**src/rtl/uio_uart_pkg.sv**
```systemverilog
// uio_uart_pkg: shared state encoding and frame constants for the uio UART transmitter.
package uio_uart_pkg;
  typedef enum logic [1:0] {IDLE, START, DATA, STOP} uart_state_t;
  localparam int UART_DATA_BITS = 8;
  localparam logic UART_IDLE_LEVEL = 1'b1;
endpackage

```
**src/rtl/uio_sync_fifo.sv**
```systemverilog
// uio_sync_fifo: first-word fall-through synchronous FIFO with wrap-bit pointers.
module uio_sync_fifo #(
  parameter int WIDTH = 8,
  parameter int DEPTH = 4
) (
  input  logic                     clk,
  input  logic                     rst,
  input  logic                     push,
  input  logic                     pop,
  input  logic [WIDTH-1:0]         din,
  output logic [WIDTH-1:0]         dout,
  output logic                     full,
  output logic                     empty,
  output logic [$clog2(DEPTH):0]   count
);
  localparam int AW = $clog2(DEPTH);
  logic [WIDTH-1:0] r_mem [DEPTH];
  logic [AW:0] r_wptr, r_rptr;
  logic w_push, w_pop;
  assign w_push = push && !full;
  assign w_pop  = pop && !empty;
  always_ff @(posedge clk) begin
    if (w_push) r_mem[r_wptr[AW-1:0]] <= din;
  end
  always_ff @(posedge clk) begin
    if (rst) begin
      r_wptr <= '0;
      r_rptr <= '0;
    end else begin
      if (w_push) r_wptr <= r_wptr + 1'b1;
      if (w_pop)  r_rptr <= r_rptr + 1'b1;
    end
  end
  assign dout  = r_mem[r_rptr[AW-1:0]];
  assign full  = (r_wptr[AW] != r_rptr[AW]) && (r_wptr[AW-1:0] == r_rptr[AW-1:0]);
  assign empty = r_wptr == r_rptr;
  assign count = r_wptr - r_rptr;
endmodule

```
**src/rtl/uio_uart_tx.sv**
```systemverilog
// uio_uart_tx: buffered 8N1 UART transmitter driving uio_out[0]/uio_oe[0].
module uio_uart_tx
  import uio_uart_pkg::*;
#(
  parameter int CLKS_PER_BIT = 4,
  parameter int FIFO_DEPTH   = 4
) (
  input  logic                              clk,
  input  logic                              rst,
  input  logic [7:0]                        wr_data,
  input  logic                              wr_valid,
  output logic                              wr_ready,
  output logic                              tx,
  output logic                              tx_oe,
  output logic                              busy,
  output logic [$clog2(FIFO_DEPTH+1)-1:0]   fifo_count
);
  uart_state_t r_state, w_state_n;
  logic [15:0] r_baud, w_baud_n;
  logic [2:0]  r_bit, w_bit_n;
  logic [7:0]  r_shift, w_shift_n, w_head;
  logic        r_tx, w_tx_n, r_oe, w_pop, w_full, w_empty, w_bit_end;

  uio_sync_fifo #(.WIDTH(8), .DEPTH(FIFO_DEPTH)) u_fifo (
    .clk   (clk),
    .rst   (rst),
    .push  (wr_valid),
    .pop   (w_pop),
    .din   (wr_data),
    .dout  (w_head),
    .full  (w_full),
    .empty (w_empty),
    .count (fifo_count)
  );

  assign w_bit_end = r_baud == 16'(CLKS_PER_BIT - 1);

  always_comb begin
    w_state_n = r_state;
    w_baud_n  = w_bit_end ? '0 : r_baud + 1'b1;
    w_bit_n   = r_bit;
    w_shift_n = r_shift;
    w_pop     = 1'b0;
    case (r_state)
      IDLE: begin
        w_baud_n = '0;
        if (!w_empty) begin
          w_pop     = 1'b1;
          w_shift_n = w_head;
          w_bit_n   = '0;
          w_state_n = START;
        end
      end
      START: if (w_bit_end) w_state_n = DATA;
      DATA: if (w_bit_end) begin
        w_shift_n = r_shift >> 1;
        w_bit_n   = r_bit + 1'b1;
        if (r_bit == 3'(UART_DATA_BITS - 1)) w_state_n = STOP;
      end
      STOP: if (w_bit_end) begin
        // pop at the last stop cycle so the next start bit follows with no gap
        if (!w_empty) begin
          w_pop     = 1'b1;
          w_shift_n = w_head;
          w_bit_n   = '0;
          w_state_n = START;
        end else begin
          w_state_n = IDLE;
        end
      end
      default: w_state_n = IDLE;
    endcase
    w_tx_n = (w_state_n == START) ? 1'b0 : (w_state_n == DATA) ? w_shift_n[0] : UART_IDLE_LEVEL;
  end

  always_ff @(posedge clk) begin
    if (rst) begin
      r_state <= IDLE;
      r_baud  <= '0;
      r_bit   <= '0;
      r_shift <= '0;
      r_tx    <= UART_IDLE_LEVEL;
      r_oe    <= 1'b0;
    end else begin
      r_state <= w_state_n;
      r_baud  <= w_baud_n;
      r_bit   <= w_bit_n;
      r_shift <= w_shift_n;
      r_tx    <= w_tx_n;
      r_oe    <= 1'b1;
    end
  end

  assign tx       = r_tx;
  assign tx_oe    = r_oe;
  assign wr_ready = !w_full;
  assign busy     = (r_state != IDLE) || !w_empty;
endmodule

```
**config.mk**
```make
export PLATFORM = sky130hd
export DESIGN_NAME = uio_uart_tx
export DESIGN_NICKNAME = d
export VERILOG_FILES = /design/src/rtl/uio_uart_pkg.sv /design/src/rtl/uio_sync_fifo.sv /design/src/rtl/uio_uart_tx.sv
export SDC_FILE = /design/constraint.sdc
export NUM_CORES = 1
export LEC_CHECK = 0
export CAP_MARGIN = 20
export CORE_UTILIZATION = 50
export CTS_BUF_LIST = sky130_fd_sc_hd__clkbuf_4 sky130_fd_sc_hd__clkbuf_8
export DETAILED_ROUTE_END_ITERATION = 6
export GPL_ROUTABILITY_DRIVEN = 0
export PLACE_DENSITY = 0.65
export RECOVER_POWER = 50
export SKIP_CTS_REPAIR_TIMING = 1
export SLEW_MARGIN = 10
export SYNTH_ARGS = -nofsm -noshare
export SYNTH_HDL_FRONTEND = slang
export SYNTH_SLANG_ARGS = --single-unit
```
**constraint.sdc**
```tcl
create_clock -name clk -period 5.75 [get_ports clk]
set_input_delay 0.575 -clock clk [delete_from_list [all_inputs] [get_ports clk]]
set_output_delay 0.575 -clock clk [all_outputs]
set_load 0.1 [all_outputs]
```
## After elaboration in Yosys (flattened, before gate mapping)

Memories as Yosys holds them, arrays and structs flattened. A register that Yosys moved wholly into a read port is not among the register bits.
Cells that the tools add are included.

| word-level totals | value |
|---|---|
| register bits after elaboration | 37 |
| RAM bits | 32 |
| input bits | 11 |
| output and inout bits | 7 |
| word-level logic and storage cells | 63 |
| memories | 1 |

| operators by class | value |
|---|---|
| add/subtract/negate cells | 5 |
| eq/ne operators | 12 |
| mux-type cells | 25 |
| reductions and logical operators | 11 |

Memories:

| memory | words | width | read ports | clocked after Yosys merged registers in | wr ports | RTL line | RTL |
|---|---|---|---|---|---|---|---|
| u_fifo.r_mem | 4 | 8 | 1 | 1 | 1 | uio_sync_fifo.sv:17 | `logic [WIDTH-1:0] r_mem [DEPTH];` |

Operator list:

| operator | count |
|---|---|
| $mux W8 | 3 |
| $pmux W8 S3 | 1 |
| $add A16 B1 Y16 const B | 1 |
| $eq A16 B2 Y1 const B | 1 |
| $mux W2 | 7 |
| $add A3 B1 Y3 const B | 3 |
| $mux W3 | 3 |
| $pmux W3 S3 | 1 |
| $mux W1 | 8 |
| $pmux W2 S4 | 1 |
| $eq A2 B2 Y1 const B | 3 |
| $eq A2 B1 Y1 const B | 2 |
| $ne A2 B2 Y1 const B | 2 |
| $eq A3 B3 Y1 | 1 |
| $eq A3 B3 Y1 const B | 1 |
| $logic_and A1 B1 Y1 | 3 |
| $reduce_and A3 Y1 | 1 |
| $reduce_bool A3 Y1 | 1 |
| $reduce_or A3 Y1 | 1 |
| $sub A3 B3 Y3 | 1 |
| $eq A2 B2 Y1 | 1 |
| $logic_not A1 Y1 | 2 |
| $logic_not A2 Y1 | 1 |
| $pmux W1 S2 | 1 |
| 3 further kinds | 3 |

## Longest topological paths before layout

| logic depth | value |
|---|---|
| depth after elaboration | 7 |
| mapped depth | 9 |
| gate-level depth less buffers | 8 |

## By module

From an unflattened synthesis, not the netlist that was laid out.

| unflattened totals | value |
|---|---|
| cell total of the unflattened synthesis | 280 |
| area total of the unflattened synthesis | 3,348.2 um^2 |

By module, submodules not included:

| module | times used | cells an instance | area an instance (um^2) | sequential area each (um^2) |
|---|---|---|---|---|
| uio_sync_fifo | 1 | 108 | 1,769.2 | 1,121.1 |
| uio_uart_tx | 1 | 172 | 1,579.0 | 620.6 |

## Worst setup path after synthesis

OpenSTA, ideal clock, no wires.

| timing | value |
|---|---|
| path kind | register -> output |
| start | reg u_fifo.r_wptr[0] |
| end | out fifo_count[2] |
| arrival time | 2,455 ps |
| required time | 5,175 ps |
| slack | 2,720 ps |
| cell stages (with the launch flop) | 5 |
| buffers on the path | 0 |
| cell sequence | dfxtp_1 -> inv_1 -> ha_1 -> fa_1 -> xor2_1 |

| between the ends | value |
|---|---|
| word-level cells in the longest chain between the ends | 1 |

RTL lines:

| what | RTL line | RTL |
|---|---|---|
| start, declared | uio_sync_fifo.sv:18 | `logic [AW:0] r_wptr, r_rptr;` |
| start signal, assigned | uio_sync_fifo.sv:30 | `if (w_push) r_wptr <= r_wptr + 1'b1;` |
| $sub A3 B3 Y3 | uio_sync_fifo.sv:37 | `assign count = r_wptr - r_rptr;` |
| end, declared | uio_uart_tx.sv:16 | `output logic [$clog2(FIFO_DEPTH+1)-1:0] fifo_count` |

No other way between the ends.

## Worst setup path after layout

| timing | value |
|---|---|
| start | reg u_fifo.r_wptr[0] |
| end | out busy |

| between the ends | value |
|---|---|
| word-level cells in the longest chain between the ends | 3 |

RTL lines:

| what | RTL line | RTL |
|---|---|---|
| $eq A3 B3 Y1 | uio_sync_fifo.sv:36 | `assign empty = r_wptr == r_rptr;` |
| $logic_not A1 Y1 | uio_uart_tx.sv:97 | `assign busy = (r_state != IDLE) \|\| !w_empty;` |
| $logic_or A1 B1 Y1 | uio_uart_tx.sv:97 |  |
| end, declared | uio_uart_tx.sv:15 | `output logic busy,` |

No other way between the ends.

==> impl_metrics.json <==
{
  "status": "finished, final reports clean",
  "wirelength_mm": 5.58,
  "min_from": "r_baud[0]",
  "synth_top_area_share_pct": 29.7,
  "crit_path_end_kind": "output port",
  "wl_met2_mm": 2.67,
  "vias_per_cell": 5.32,
  "dr.pass1.iters": 4,
  "max_freq_mhz": 266,
  "clk_pin_slew_worst_paths_ps": 80,
  "grt_max_degree": 21,
  "synth_top_area_cell": "edfxtp_1",
  "numCtsBuffers": 9,
  "overflow": 0,
  "finalNetCount": 336,
  "synth_ff_type": "dfxtp_1",
  "yosysSeqAreaShare_pct": 53.7,
  "yosys-top-cells-area": "edfxtp_1 30%, dfxtp_1 24%, ha_1 5.8%, mux4_2 5.6%, nor2_1 5.1%",
  "cp-startpoint": "u_fifo.r_wptr[0]",
  "cp_num_cells": 6,
  "initial_core_util_pct": 53.2,
  "cts.sink_count": 71,
  "hp-class": "reg2reg",
  "slowest_stage": "clkdlybuf4s50_1",
  "synthSimpleGateAreaFrac_pct": 17.1,
  "finalHoldViolCount": 0,
  "crit_top_cell": "nand2_1",
  "p_leak_nw": 1.31,
  "reg2reg_depth": 8,
  "startpoint_type": "register",
  "required_ps": 5180,
  "synth_nets": 320,
  "vias": 2071,
  "power_mw": 1.63,
  "synth_common_cells": "44 x nor2_1, 39 x dfxtp_1, 32 x edfxtp_1",
  "clk_latency_ps": 350,
  "ys_ff_latch": 71,
  "ir_drop_mv": 0.301,
  "syn2layout_area_growth_pct": 13.9,
  "skew_ps": 9.69,
  "fin_crit_ps": 3760,
  "worstPathMaxFanout": 12,
  "met3_wirelength_um": 153,
  "antenna_found_initial": 0,
  "dieArea_um2": 6810,
  "yosysMostFrequentCell": "nor2_1",
  "top_layer": "met4",
  "path_class": "reg2out",
  "finalSetupViolCount": 0,
  "ys_types": 48,
  "crit_arrival_ps": 3190,
  "cts_tree": "built",
  "wl_per_cell_um": 14.3,
  "die_x_um": 82.5,
  "drive_above_1_share_pct": 11.1,
  "path_cells": "inv_1 -> ha_1 -> nand2_1 -> nor2_1 -> nand2_1 -> clkdlybuf4s50_1",
  "powerDensity_nw_per_um2": 442,
  "yosysWarningCount": 0,
  "syn-mean-instance-area_um2": 11.1,
  "finish.utilization_pct": 60.5,
  "synth_top_family_by_area": "simple AND/OR/NAND/NOR gates",
  "root_buffer": "clkbuf_8",
  "dp_hpwl_mm": 3.91,
  "grt_pass1_vias": 1952,
  "hold_depth": 1,
  "coreArea_um2": 6100,
  "dpl.cell_count": 373,
  "synthesis.area_um2": 3240,
  "rr_startpoint": "u_fifo.r_wptr[0]",
  "grt_pass1_wl_mm": 9.38,
  "finalMaxSlewViolations": 0,
  "crit_family": "buffers and inverters",
  "cap_violations": 0,
  "slew-limit-headroom_pct": 35.2,
  "antenna_cells": 0,
  "io_pins": 18,
  "rows": 28,
  "synth.mux.area_fraction_pct": 6.22,
  "cp_slowest_stage_delay_ps": 1010,
  "crit_buf_inv": 2,
  "final_cells": 389,
  "rsz0062_at_grt": "no",
  "syn_inst": 293,
  "synth_edf_count": 32,
  "die_h_um": 82.5,
  "drt_iter0_markers": 134,
  "timing.hold.ws_ps": 462,
  "nFillCells": 541,
  "htreeDepth": 3,
  "grtUsageTotal_pct": 18.9,
  "tightest_slew_ps": 969,
  "met1_length_mm": 2.68,
  "synth-xor-area-share_pct": 5.41,
  "route.detailed.drc": 0,
  "synth_fa_ha_area_share_pct": 6.41,
  "finalSetupTns_ps": 0,
  "io_buffers": 17,
  "async_reset_ff_share_pct": 0,
  "postRouteAntennaNets": 0,
  "cts.path.max_buffers": 2,
  "finalCritPeriodShare_pct": 65.4,
  "synth_compound_area_share_pct": 7.61
}
-- worst paths after layout --
kind,end,slack [ps]
setup reg to reg,tx,3290
hold / removal,r_baud[0],460
setup / recovery,busy,1990
hold reg to reg,r_baud[0],460
-- state kept, by name (all words and copies together), names as in the netlist, named ones only --
signal         cells
u_fifo.r_mem      32
tx                 1
r_baud            16
r_bit              3
tx_oe              1
r_shift            8
u_fifo.r_rptr      3
r_state            2
u_fifo.r_wptr      3
-- cell type report --
cell class	instances	area (um2)	share of cell area, %
timing repair buffer	17	170	4.61
clock inverter	7	128	3.46
clock buffer	9	124	3.36
sequential	71	1740	47.2
tap	75	93.8	2.54
multi-input combinational	197	1380	37.5
inverter	13	48.8	1.32
-- logic make-up after synthesis --
group | Yosys count
AO/OA/AOI/OAI | 41
buffers and inverters | 25
flip-flops | 71
multiplexers | 10
adder cells (fa/ha/maj) | 16
XOR/XNOR | 20
AND/OR/NAND/NOR | 110
-- worst register-to-register path: cells and delay by family, from the launching register on --
kind                       cells  cell delay (ps)
adders and majority gates      1              320
buffers and inverters          1              100
DFF                            1              400
AOI/OAI and AO/OA              3              660
and+or+nand+nor                3              920
-- cells in the final DEF, fill, tap and decap left out, types with 6 or more instances in the layout --
cell type,n
dlygate4sd3_1,9
clkdlybuf4s50_1,8
a21oi_1,18
ha_1,15
inv_1,13
nand3_1,9
xnor2_1,10
mux4_2,8
nor2_1,44
xor2_1,10
and3_1,6
dfxtp_1,39
nand2_1,25
o21ai_1,6
edfxtp_1,32
clkbuf_8,9
-- power by group --
group	total, mW	switching [mW]	internal (mW)
sequential	0.630	0.0484	0.582
combinational	0.505	0.333	0.173
clock	0.497	0.202	0.294
-- stage by stage --
stage | worst slack, ps | area, um2
final | 1990 | 3690
after global placement | 2400 | 3440
after floorplan | 2720 | 3240
after detailed placement | 2350 | 3440
after global routing | 1770 | 3690
after CTS | 1960 | 3690
-- metal layers --
metal	track usage, %	vias to the layer above
li1	-	1065
met1	25.1	972
met2	29.8	26
met3	4.29	8
met4	8.28	0
met5	0	-
Power figures use the tool's default switching activity.
